**config.mk**
```make
export PLATFORM = sky130hd
export DESIGN_NAME = rr_pop_scheduler
export DESIGN_NICKNAME = d
export VERILOG_FILES = /design/src/rtl/rr_pop_scheduler.sv
export SDC_FILE = /design/constraint.sdc
export NUM_CORES = 1
export LEC_CHECK = 0
export BUFFER_PORTS_ARGS = -buffer_cell sky130_fd_sc_hd__buf_4
export CELL_PAD_IN_SITES_DETAIL_PLACEMENT = 2
export CELL_PAD_IN_SITES_GLOBAL_PLACEMENT = 2
export CORE_ASPECT_RATIO = 0.6
export CORE_MARGIN = 10
export CORE_UTILIZATION = 26
export CTS_CLUSTER_DIAMETER = 40
export DETAILED_ROUTE_END_ITERATION = 10
export HOLD_SLACK_MARGIN = 0.1
export PLACE_DENSITY_LB_ADDON = 0.1
export SYNTH_ARGS = -nofsm -noshare
export SYNTH_HDL_FRONTEND = slang
export SYNTH_SLANG_ARGS = --single-unit
```
**constraint.sdc**
```tcl
create_clock -name clk -period 2.9 [get_ports clk]
set_clock_uncertainty 0.05 [all_clocks]
set_input_delay 0.435 -clock clk [delete_from_list [all_inputs] [get_ports clk]]
set_output_delay 0.435 -clock clk [all_outputs]
set_load 0.02 [all_outputs]
```
**src/rtl/rr_pop_scheduler.sv**
```systemverilog
// Pops one word at a time from the queue picked by an external round-robin arbiter,
// holds it until downstream accepts, and applies arbitration-mode changes only between words.
module rr_pop_scheduler #(
  parameter int QUEUE_QUANTITY = 4,
  parameter int DATA_BITS      = 8,
  localparam int SW            = $clog2(QUEUE_QUANTITY)
) (
  input  logic                                clk,
  input  logic                                rst,
  input  logic                                enb,
  input  logic [QUEUE_QUANTITY-1:0]           buf_empty,
  input  logic [QUEUE_QUANTITY*DATA_BITS-1:0] fifo_data,
  input  logic [SW-1:0]                       selector,
  input  logic                                selector_enb,
  input  logic [1:0]                          modo_req,
  input  logic                                modo_req_valid,
  input  logic                                ready_in,
  output logic                                arb_enb,
  output logic [1:0]                          seleccion_roundRobin,
  output logic [QUEUE_QUANTITY-1:0]           pop,
  output logic [DATA_BITS-1:0]                data_out,
  output logic                                valid_out,
  output logic                                modo_ack,
  output logic [15:0]                         pop_count
);

  typedef enum logic [2:0] {IDLE, GRANT, POP, HOLD, RECONF} state_t;

  state_t               r_state;
  state_t               w_state_next;
  logic [SW-1:0]        r_sel_q;
  logic                 r_pend;
  logic [1:0]           r_modo_pend;
  logic [1:0]           r_mode;
  logic [DATA_BITS-1:0] r_data;
  logic                 r_valid;
  logic [15:0]          r_pop_count;
  logic                 w_any_data;
  logic                 w_head_empty;
  logic [DATA_BITS-1:0] w_head_word;
  logic                 w_do_pop;

  assign w_any_data   = ~&buf_empty;
  assign w_head_empty = buf_empty[r_sel_q];
  assign w_head_word  = fifo_data[r_sel_q*DATA_BITS +: DATA_BITS];

  always_comb begin
    w_state_next = r_state;
    w_do_pop     = 1'b0;
    case (r_state)
      IDLE: begin
        if (r_pend)                  w_state_next = RECONF;
        else if (enb && w_any_data)  w_state_next = GRANT;
      end
      GRANT: begin
        if (enb && selector_enb)     w_state_next = POP;
        else                         w_state_next = IDLE;
      end
      // The head can vanish between grant and pop; retry arbitration instead of popping air.
      POP: begin
        if (!w_head_empty) begin
          w_do_pop     = 1'b1;
          w_state_next = HOLD;
        end else begin
          w_state_next = GRANT;
        end
      end
      HOLD: begin
        if (ready_in) begin
          if (r_pend)                  w_state_next = RECONF;
          else if (enb && w_any_data)  w_state_next = GRANT;
          else                         w_state_next = IDLE;
        end
      end
      RECONF:  w_state_next = IDLE;
      default: w_state_next = IDLE;
    endcase
  end

  always_ff @(posedge clk) begin
    if (!rst) begin
      r_state     <= IDLE;
      r_sel_q     <= '0;
      r_pend      <= 1'b0;
      r_modo_pend <= 2'b00;
      r_mode      <= 2'b00;
      r_data      <= '0;
      r_valid     <= 1'b0;
      r_pop_count <= 16'h0000;
    end else begin
      r_state <= w_state_next;
      if (r_state == GRANT && enb && selector_enb) r_sel_q <= selector;
      if (w_do_pop) begin
        r_data      <= w_head_word;
        r_valid     <= 1'b1;
        r_pop_count <= r_pop_count + 16'd1;
      end
      if (r_state == HOLD && ready_in) r_valid <= 1'b0;
      if (r_state == RECONF) r_mode <= r_modo_pend;
      // A request landing in the RECONF cycle stays pending for the next reconfiguration.
      if (modo_req_valid) begin
        r_pend      <= 1'b1;
        r_modo_pend <= modo_req;
      end else if (r_state == RECONF) begin
        r_pend <= 1'b0;
      end
    end
  end

  for (genvar gi = 0; gi < QUEUE_QUANTITY; gi++) begin : g_pop
    assign pop[gi] = w_do_pop && (r_sel_q == SW'(gi));
  end

  assign arb_enb              = (r_state == GRANT);
  assign modo_ack             = (r_state == RECONF);
  assign seleccion_roundRobin = (r_state == RECONF) ? r_modo_pend : r_mode;
  assign data_out             = r_data;
  assign valid_out            = r_valid;
  assign pop_count            = r_pop_count;

endmodule

```
# Yosys cells after proc, flatten, opt, wreduce, memory -nomap -nowiden

Cells that the tools add are included.

Shift-type cells: 1
Multiplexer cells: 15
Reductions and logical operators: 16
Multiply operators: 0
Bitwise logic cells: 1
Div/mod/pow operators: 0
Add/sub/neg operators: 1
Equality and inequality tests: 9
Order comparisons: 1

Operators by type and width:

| kind                    | count |
|---|---|
| $shiftx A32 B6 Y8       | 1 |
| $add A16 B1 Y16 const B | 1 |
| $mux W3                 | 4 |
| $pmux W3 S4             | 1 |
| $logic_and A1 B1 Y1     | 9 |
| $eq A3 B2 Y1 const B    | 2 |
| $mux W1                 | 6 |
| $mux W2                 | 3 |
| $eq A2 B2 Y1 const B    | 2 |
| $reduce_and A4 Y1       | 1 |
| $eq A3 B1 Y1 const B    | 1 |
| $eq A3 B3 Y1 const B    | 1 |
| $logic_not A3 Y1        | 1 |
| $lt A2 B3 Y1 const B    | 1 |
| $ne A3 B3 Y1 const B    | 1 |
| $bmux W1 S2             | 1 |
| $eq A2 B1 Y1 const B    | 1 |
| $logic_not A2 Y1        | 1 |
| $ne A2 B2 Y1 const B    | 1 |
| $reduce_and A2 Y1       | 1 |
| $reduce_bool A2 Y1      | 1 |
| $reduce_or A2 Y1        | 1 |
| $logic_not A1 Y1        | 1 |
| $not A1 Y1              | 1 |

Input bits: 46
Word-level logic and storage cells: 52
Memory bits (writable): 0
Memory bits (read-only): 0
Bits in latches: 0
Register bits: 35
Memories kept: 0

# Depth between registers and ports, before layout

Gate-level depths: netlist of run 1.

Depth in word-level cells: 7
Depth in mapped cells: 6

# Worst setup path after synthesis of run 1

No wires, ideal clock.

Kind: flip-flop to output port
From: reg r_sel_q[0]
To: out pop[2]
Setup slack: 0.389 ns
Cell stages (with the launch flop): 6
Required time: 2.415 ns
Buffers on the path: 2
Data arrival time: 2.026 ns
Cells stage by stage: dfxtp_1 buf_6 mux4_2 or2_2 clkbuf_1 nor3b_1

Longest elaborated chain between the ends: 5
Elaborated cells on any way between the ends: 6
Those cells by class: eq/ne: 1; mux: 4; reduce/logical: 1

RTL lines:

| element                       | RTL line | RTL |
|---|---|---|
| start, declared               | 31       | `logic [SW-1:0] r_sel_q;` |
| start signal, assigned        | 92       | `if (r_state == GRANT && enb && selector_enb) r_sel_q <= selector;` |
| $bmux W1 S2                   | 44       | `assign w_head_empty = buf_empty[r_sel_q];` |
| $mux W1 (implied by the code) | 44       |  |
| $mux W1                       | 61       | `if (!w_head_empty) begin` |
| $mux W1                       | 50       | `case (r_state)` |
| $logic_and A1 B1 Y1 (*)       | 111      | `assign pop[gi] = w_do_pop && (r_sel_q == SW'(gi));` |
| end, declared                 | 20       | `output logic [QUEUE_QUANTITY-1:0] pop,` |

Every way passes the cells marked *; elsewhere a longest branch is shown, timed or not. The select of a mux whose other input is x is not followed.

# Worst setup path after layout of run 1

From: reg r_state[1]
To: out pop[2]

Longest elaborated chain between the ends: 3

RTL lines:

| element                | RTL line | RTL |
|---|---|---|
| start, declared        | 29       | `state_t r_state;` |
| start signal, assigned | 91       | `r_state <= w_state_next;` |
| $eq A3 B2 Y1           | 50       |  |
| $mux W1                | 50       |  |
| $logic_and A1 B1 Y1    | 111      |  |

No other way between the ends.

==> results of run 1 <==
==> layer usage <==
metal,global-route usage (%),vias up,part of all wire [%]
met5,0,-,0
met4,3.71,0,0.78
met3,6.79,2,10
met2,16.5,49,40
met1,15.4,823,49
li1,-,846,-
==> cell type report <==
| class | instances | area share [%] |
|---|---|---|
| Inverter | 6 | 0.903 |
| Clock inverter | 1 | 0.201 |
| Tap cell | 87 | 4.36 |
| Timing Repair Buffer | 82 | 24.7 |
| Sequential cell | 35 | 28.1 |
| Clock buffer | 7 | 3.06 |
| Multi-Input combinational cell | 137 | 38.7 |
==> cells in the mapped netlist (6+ instances only) <==
cell type,number,area (µm²)
a21oi_1,19,95.1
clkbuf_1,7,26.3
dfxtp_1,35,701
inv_1,6,22.5
mux4_2,6,135
nand2_1,24,90.1
nor2_1,16,60.1
o21ai_0,8,40.0
or3_1,6,37.5
xnor2_1,6,52.6
==> flip-flops by register name, indices dropped and copies added (netlist names) <==
register	cells
data_out	8
pop_count	16
r_mode	2
r_modo_pend	2
r_pend	1
r_sel_q	2
r_state	3
valid_out	1
==> report_power, final <==
group / internal [mW] / switching, mW / total [mW]
registers: 0.487 / 0.00599 / 0.493
clock network: 0.169 / 0.173 / 0.342
logic: 0.0650 / 0.0404 / 0.105
total: 0.721 / 0.220 / 0.940
==> per-stage QoR <==
step / instances / hold slack (ns) / util, % / setup WS [ns] / area, µm²
6_report: 355 / 0.325 / 37.9 / 0.255 / 2490
5_1_grt: 355 / 0.318 / 37.9 / 0.0787 / 2490
4_1_cts: 355 / 0.313 / 37.9 / 0.212 / 2490
3_5_place_dp: 347 / 0.405 / 36.6 / 0.469 / 2410
3_3_place_gp: 347 / 0.397 / 36.6 / 0.481 / 2410
2_1_floorplan: 189 / 0.404 / - / 0.389 / 1750
==> logic make-up after synthesis <==
logic type / synth area share (%)
AO/OA/AOI/OAI: 9.53
buffers and inverters: 4.58
flip-flops: 40.1
AND/OR/NAND/NOR: 26.2
multiplexers: 15.8
adder cells (fa/ha/maj): 0.716
XOR/XNOR: 3.01
==> final timing paths <==
path | from | to | slack (ns)
worst max-delay path | r_state[1] | pop[2] | 0.26
worst min-delay path | rst | r_mode[0] | 0.32
worst max register to register | r_state[1] | pop_count[12] | 0.60
worst min register to register | data_out[0] | data_out[0] | 0.41
==> key figures, run 1 <==
Outcome
  – Status: complete, no violations

CTS
  – CTS resizes: 0
  – Cts hold-fix bufs: 0
  – Setup Buffers After CTS: 0
  – CTS Buf Count: 5
  – CTS root buf: clkbuf_8
  – Worst-path clk slew: 0.07 ns
  – Num Clock Sinks: 35
  – Max clock buf depth: 2
  – CTS tree: built
  – CTS H-tree depth: 2
  – Clock latency on the worst-skew pair: about 0.28 ns

Global route
  – All-Layer GR Usage: 12.0%
  – First-pass GRT wire length: 10300 µm
  – GRT Residual Overflow: 0
  – Pin count of the biggest net entering global routing: 28
  – Initial antenna violation count: 0
  – Vias in the first global route: 1892

Placement
  – Post-DP HPWL: 4970 µm
  – Buffers on Ports: 78
  – Placer Congestion: 0.716

Final layout
  – Ant diodes: 0
  – Seq. cell area: 701 µm²
  – Final net count: 314
  – Fill count: 755
  – Area occupied by multi-input gates: 966 µm²
  – Commonest non-fill, non-tap cell in the layout: buf_4
  – Area grow syn2layout: 42.8%
  – Layout cells sized above 1: between 30% and 40%
  – Commonest non-fill, non-tap cells in the layout: buf_4, dfxtp_1, nand2_1, a21oi_1, nor2_1

Job
  – Max-cap violations: 0

STA
  – Final period util: 91.2%
  – Tmin final: 2.64 ns
  – Slew margin rel.: 61.7%
  – Fin Setup TNS: 0 ns
  – Final Hold Vio Count: 0
  – # setup viols final: 0
  – Measured slew at the worst slew-check pin: 0.573 ns
  – Fin. max-slew vios: 0
  – Fmax: 0.378 GHz
  – RSZ-0062 raised after global routing: false

Synth
  – Synth Flop Type: dfxtp_1
  – Ys Warns: 0
  – Syn Nets: between 200 and 250
  – Post-synth ARST share: 0%
  – Register area share after synthesis: 40.1%
  – Post-synth EDFFs: 0
  – Cells after synthesis: 189
  – Yosys cell types: 38
  – Avg Inst Size Synth: 9.24 µm²
  – Synthesized flop and latch total: 35
  – Mapped Area: about 0.0017 mm²

Floorplanning
  – CORE AREA: 0.00659 mm²
  – Die area: 0.0105 mm²
  – Row Count: 23
  – Die X: roughly 130 µm
  – Initial cell density of the core: 26.5%
  – Die Y: 83.5 µm
  – I/O Pins: slightly below 80

Worst hold path
  – Hold Crit Class: input pin to register
  – Hold depth: 2

Setup path
  – CP max stage delay: around 0.55 ns
  – WP data required: between 2 and 2.5 ns
  – Critical path depth in cells: 4
  – CP max stage cell: or3b_1
  – Bufs and invs on worst path: 1
  – R2R cell count: 4
  – Setup CP Type: register to primary output
  – Worst setup EP type: primary output
  – Critical path arrival: 2.16 ns
  – Crit Path Max Fanout: 11
  – Top Family by Delay on Critical Path: simple AND/OR/NAND/NOR gates
  – CP Launch Type: register
  – CP Cell Sequence: or3b_1 > or2_2 > nor3b_1 > buf_4

Detailed routing
  – Drt pass-1 iters: 3
  – Vias/cell: between 4 and 5
  – DRC: 0
  – Routed via count: 1720
  – First DRT Iteration DRCs: 88
  – WL/cell: 17.4 µm
  – Final Routed Wirelength: ~6200 µm
  – Final ANT Viol Nets: 0

Pwr
  – Pwr Density: roughly 380 mW/mm²
  – Overall power: 940 µW
  – Worst IR drop on VDD: 0.000157 V
  – P_leak: 0.987 nW
Power figures use the tool's default switching activity.
==> run 2, diff against run 1 <==
--- a/config.mk
+++ b/config.mk
@@ -14,7 +14,9 @@
 export CTS_CLUSTER_DIAMETER = 40
 export DETAILED_ROUTE_END_ITERATION = 10
 export HOLD_SLACK_MARGIN = 0.1
+export MAX_ROUTING_LAYER = met4
 export PLACE_DENSITY_LB_ADDON = 0.1
+export REMOVE_ABC_BUFFERS = 1
 export SYNTH_ARGS = -nofsm -noshare
 export SYNTH_HDL_FRONTEND = slang
 export SYNTH_SLANG_ARGS = --single-unit
==> run 2 against run 1 <==
Against the previous run: worst setup slack got worse by 0.016 ns; die area unchanged; combinational power hardly changed; largest cell class unchanged; critical path type unchanged.
==> key figures, run 2 (synthesis results as in run 1) <==
Outcome
  – Status: complete, no violations (unchanged)

Setup path
  – Critical R2R Capture: pop_count[12] (unchanged)
  – Setup CP Type: register to primary output (unchanged)
  – RR Startpoint: r_state[1] (unchanged)
  – Crit Path Max Fanout: 11 (unchanged)
  – WP data required: 2.41 ns (about the same)
  – Worst setup EP type: primary output (unchanged)
  – R2R cell count: 4 (unchanged)
  – Critical path arrival: 2.18 ns (was 2.16 ns)
  – Reg2reg setup slack: 0.59 ns (was 0.60 ns)
  – CP Launch Type: register (unchanged)

STA
  – RSZ-0062 raised after global routing: false (unchanged)
  – Fmax: 0.376 GHz (was 0.378 GHz)
  – Fin Setup TNS: 0 ns (unchanged)
  – Final period util: 91.7% (was 91.2%)
  – # setup viols final: 0 (unchanged)
  – Slew margin rel.: 64.1% (was 61.7%)
  – Fin. max-slew vios: 0 (unchanged)
  – Measured slew at the worst slew-check pin: 0.538 ns (was 0.573 ns)
  – Final Hold Vio Count: 0 (unchanged)
  – Tmin final: 2.66 ns (was 2.64 ns)

Floorplanning
  – Die Y: 83.5 µm (unchanged)
  – Die X: 126 µm (unchanged)
  – I/O Pins: 79 (unchanged)
  – Die area: 0.0105 mm² (unchanged)
  – CORE AREA: 0.00659 mm² (unchanged)
  – Row Count: 23 (unchanged)
  – Initial cell density of the core: 26.5% (unchanged)

Global route
  – Initial antenna violation count: 0 (unchanged)
  – Routing usage on met3: 2.86% (was 6.79%)
  – M1 GR Usage: 16.6% (was 15.4%)
  – GRT Residual Overflow: 0 (unchanged)
  – GR Util met2: 18.9% (was 16.5%)
  – Vias in the first global route: 1975 (was 1892)
  – Grt peak-use layer: met2 (unchanged)
  – Pin count of the biggest net entering global routing: 25 (was 28)
  – All-Layer GR Usage: 12.6% (was 12.0%)
  – First-pass GRT wire length: 10500 µm (was 10300 µm)

CTS
  – Setup Buffers After CTS: 0 (unchanged)
  – Max clock buf depth: 2 (unchanged)
  – CTS tree: built (unchanged)
  – CTS Buf Count: 5 (unchanged)
  – Cts hold-fix bufs: 0 (unchanged)
  – Worst-path clk slew: 0.07 ns (about the same)
  – CTS H-tree depth: 2 (unchanged)
  – CTS root buf: clkbuf_8 (unchanged)
  – CTS resizes: 0 (unchanged)
  – Num Clock Sinks: 35 (unchanged)
  – Clock latency on the worst-skew pair: 0.29 ns (was 0.28 ns)

Placement
  – Buffers on Ports: 78 (unchanged)
  – Inst Count DP: 347 (unchanged)
  – Post-DP HPWL: 5310 µm (was 4970 µm)
  – Placer Congestion: 0.726 (was 0.716)
  – Placed Area: 0.00241 mm² (unchanged)

Worst hold path
  – Hold path startpoint: rst (unchanged)
  – Hold Path Sink: r_mode[1] (was r_mode[0])
  – Hold Crit Class: input pin to register (unchanged)
  – Hold depth: 2 (unchanged)

Detailed routing
  – Vias/cell: 4.86 (was 4.85)
  – DRC: 0 (unchanged)
  – Final Routed Wirelength: 6520 µm (was 6190 µm)
  – Routed via count: 1715 (was 1720)
  – First DRT Iteration DRCs: 77 (was 88)
  – Drt pass-1 iters: 4 (was 3)
  – Final ANT Viol Nets: 0 (unchanged)
  – WL/cell: 18.5 µm (was 17.4 µm)

Pwr
  – Worst IR drop on VDD: 0.000139 V (was 0.000157 V)
  – Overall power: 930 µW (was 940 µW)
  – P_leak: 0.982 nW (was 0.987 nW)
  – Pwr Density: 374 mW/mm² (was 377 mW/mm²)

Final layout
  – Post-route cell area: 0.00249 mm² (about the same)
  – Layout Cells excl Fill: 353 (was 355)
  – Layout cells sized above 1: 36.5% (was 36.6%)
  – Final net count: 314 (unchanged)
  – Largest register FFs: 16 (unchanged)
  – Ant diodes: 0 (unchanged)
  – Area grow syn2layout: 42.3% (was 42.8%)
  – Post-Route Utilization: 37.7% (was 37.9%)
  – Commonest non-fill, non-tap cell in the layout: buf_4 (unchanged)
  – Commonest non-fill, non-tap cells in the layout: buf_4, dfxtp_1, nand2_1, a21oi_1, nor2_1 (unchanged)
  – Fill count: 740 (was 755)

Job
  – Max-cap violations: 0 (unchanged)
run 2: cell count changes in the layout (fill, tap and decap cells not counted), sizes merged:
cell    change
clkbuf      -1
clkinv      -1
run 2: critical path, cell delays in order (launching register included):
cell     delay [ns]
dfxtp_1        0.45
or3b_1         0.55
or2_2          0.47
nor3b_1        0.23
buf_4          0.18
run 2: area by class of cell:
cell class              instances  area (µm²)  share of cell area (%)
multi-input cells             137         966                    38.9
flip-flops and latches         35         701                    28.2
repair buffers                 82         616                    24.8
well taps                      87         109                    4.38
inverters                       6        22.5                   0.906
clock buffers                   6        72.6                    2.92
run 2: power by group:
part	switching [mW]	internal, mW	total (mW)
combinational	0.0403	0.0649	0.105
clock	0.171	0.160	0.331
sequential	0.00635	0.487	0.494
total	0.218	0.712	0.930
run 2: worst max-delay path by stage:
| stage | from | to | slack [ns] |
|---|---|---|---|
| 4_1_cts | r_state[1] | pop[2] | 0.22 |
| 6_report | r_state[1] | pop[2] | 0.24 |
| 2_1_floorplan | r_sel_q[0] | pop[2] | 0.20 |
| 3_5_place_dp | buf_empty[3] | pop[2] | 0.45 |
| 3_3_place_gp | buf_empty[3] | pop[2] | 0.49 |
| 5_1_grt | r_state[1] | pop[2] | 0.09 |
run 2: stage by stage:
stage	setup slack (ns)	hold slack, ns
3_3_place_gp	0.488	0.398
3_5_place_dp	0.448	0.403
4_1_cts	0.216	0.309
5_1_grt	0.0918	0.312
6_report	0.240	0.314
2_1_floorplan	0.196	0.404
run 2: layer usage:
layer | share of wire [%] | routed length, µm | vias up
met1 | 51 | 3310 | 837
met4 | 1.1 | 73 | 0
met2 | 45 | 2940 | 34
met3 | 2.9 | 190 | 8
met5 | 0 | 0 | -
li1 | - | - | 836
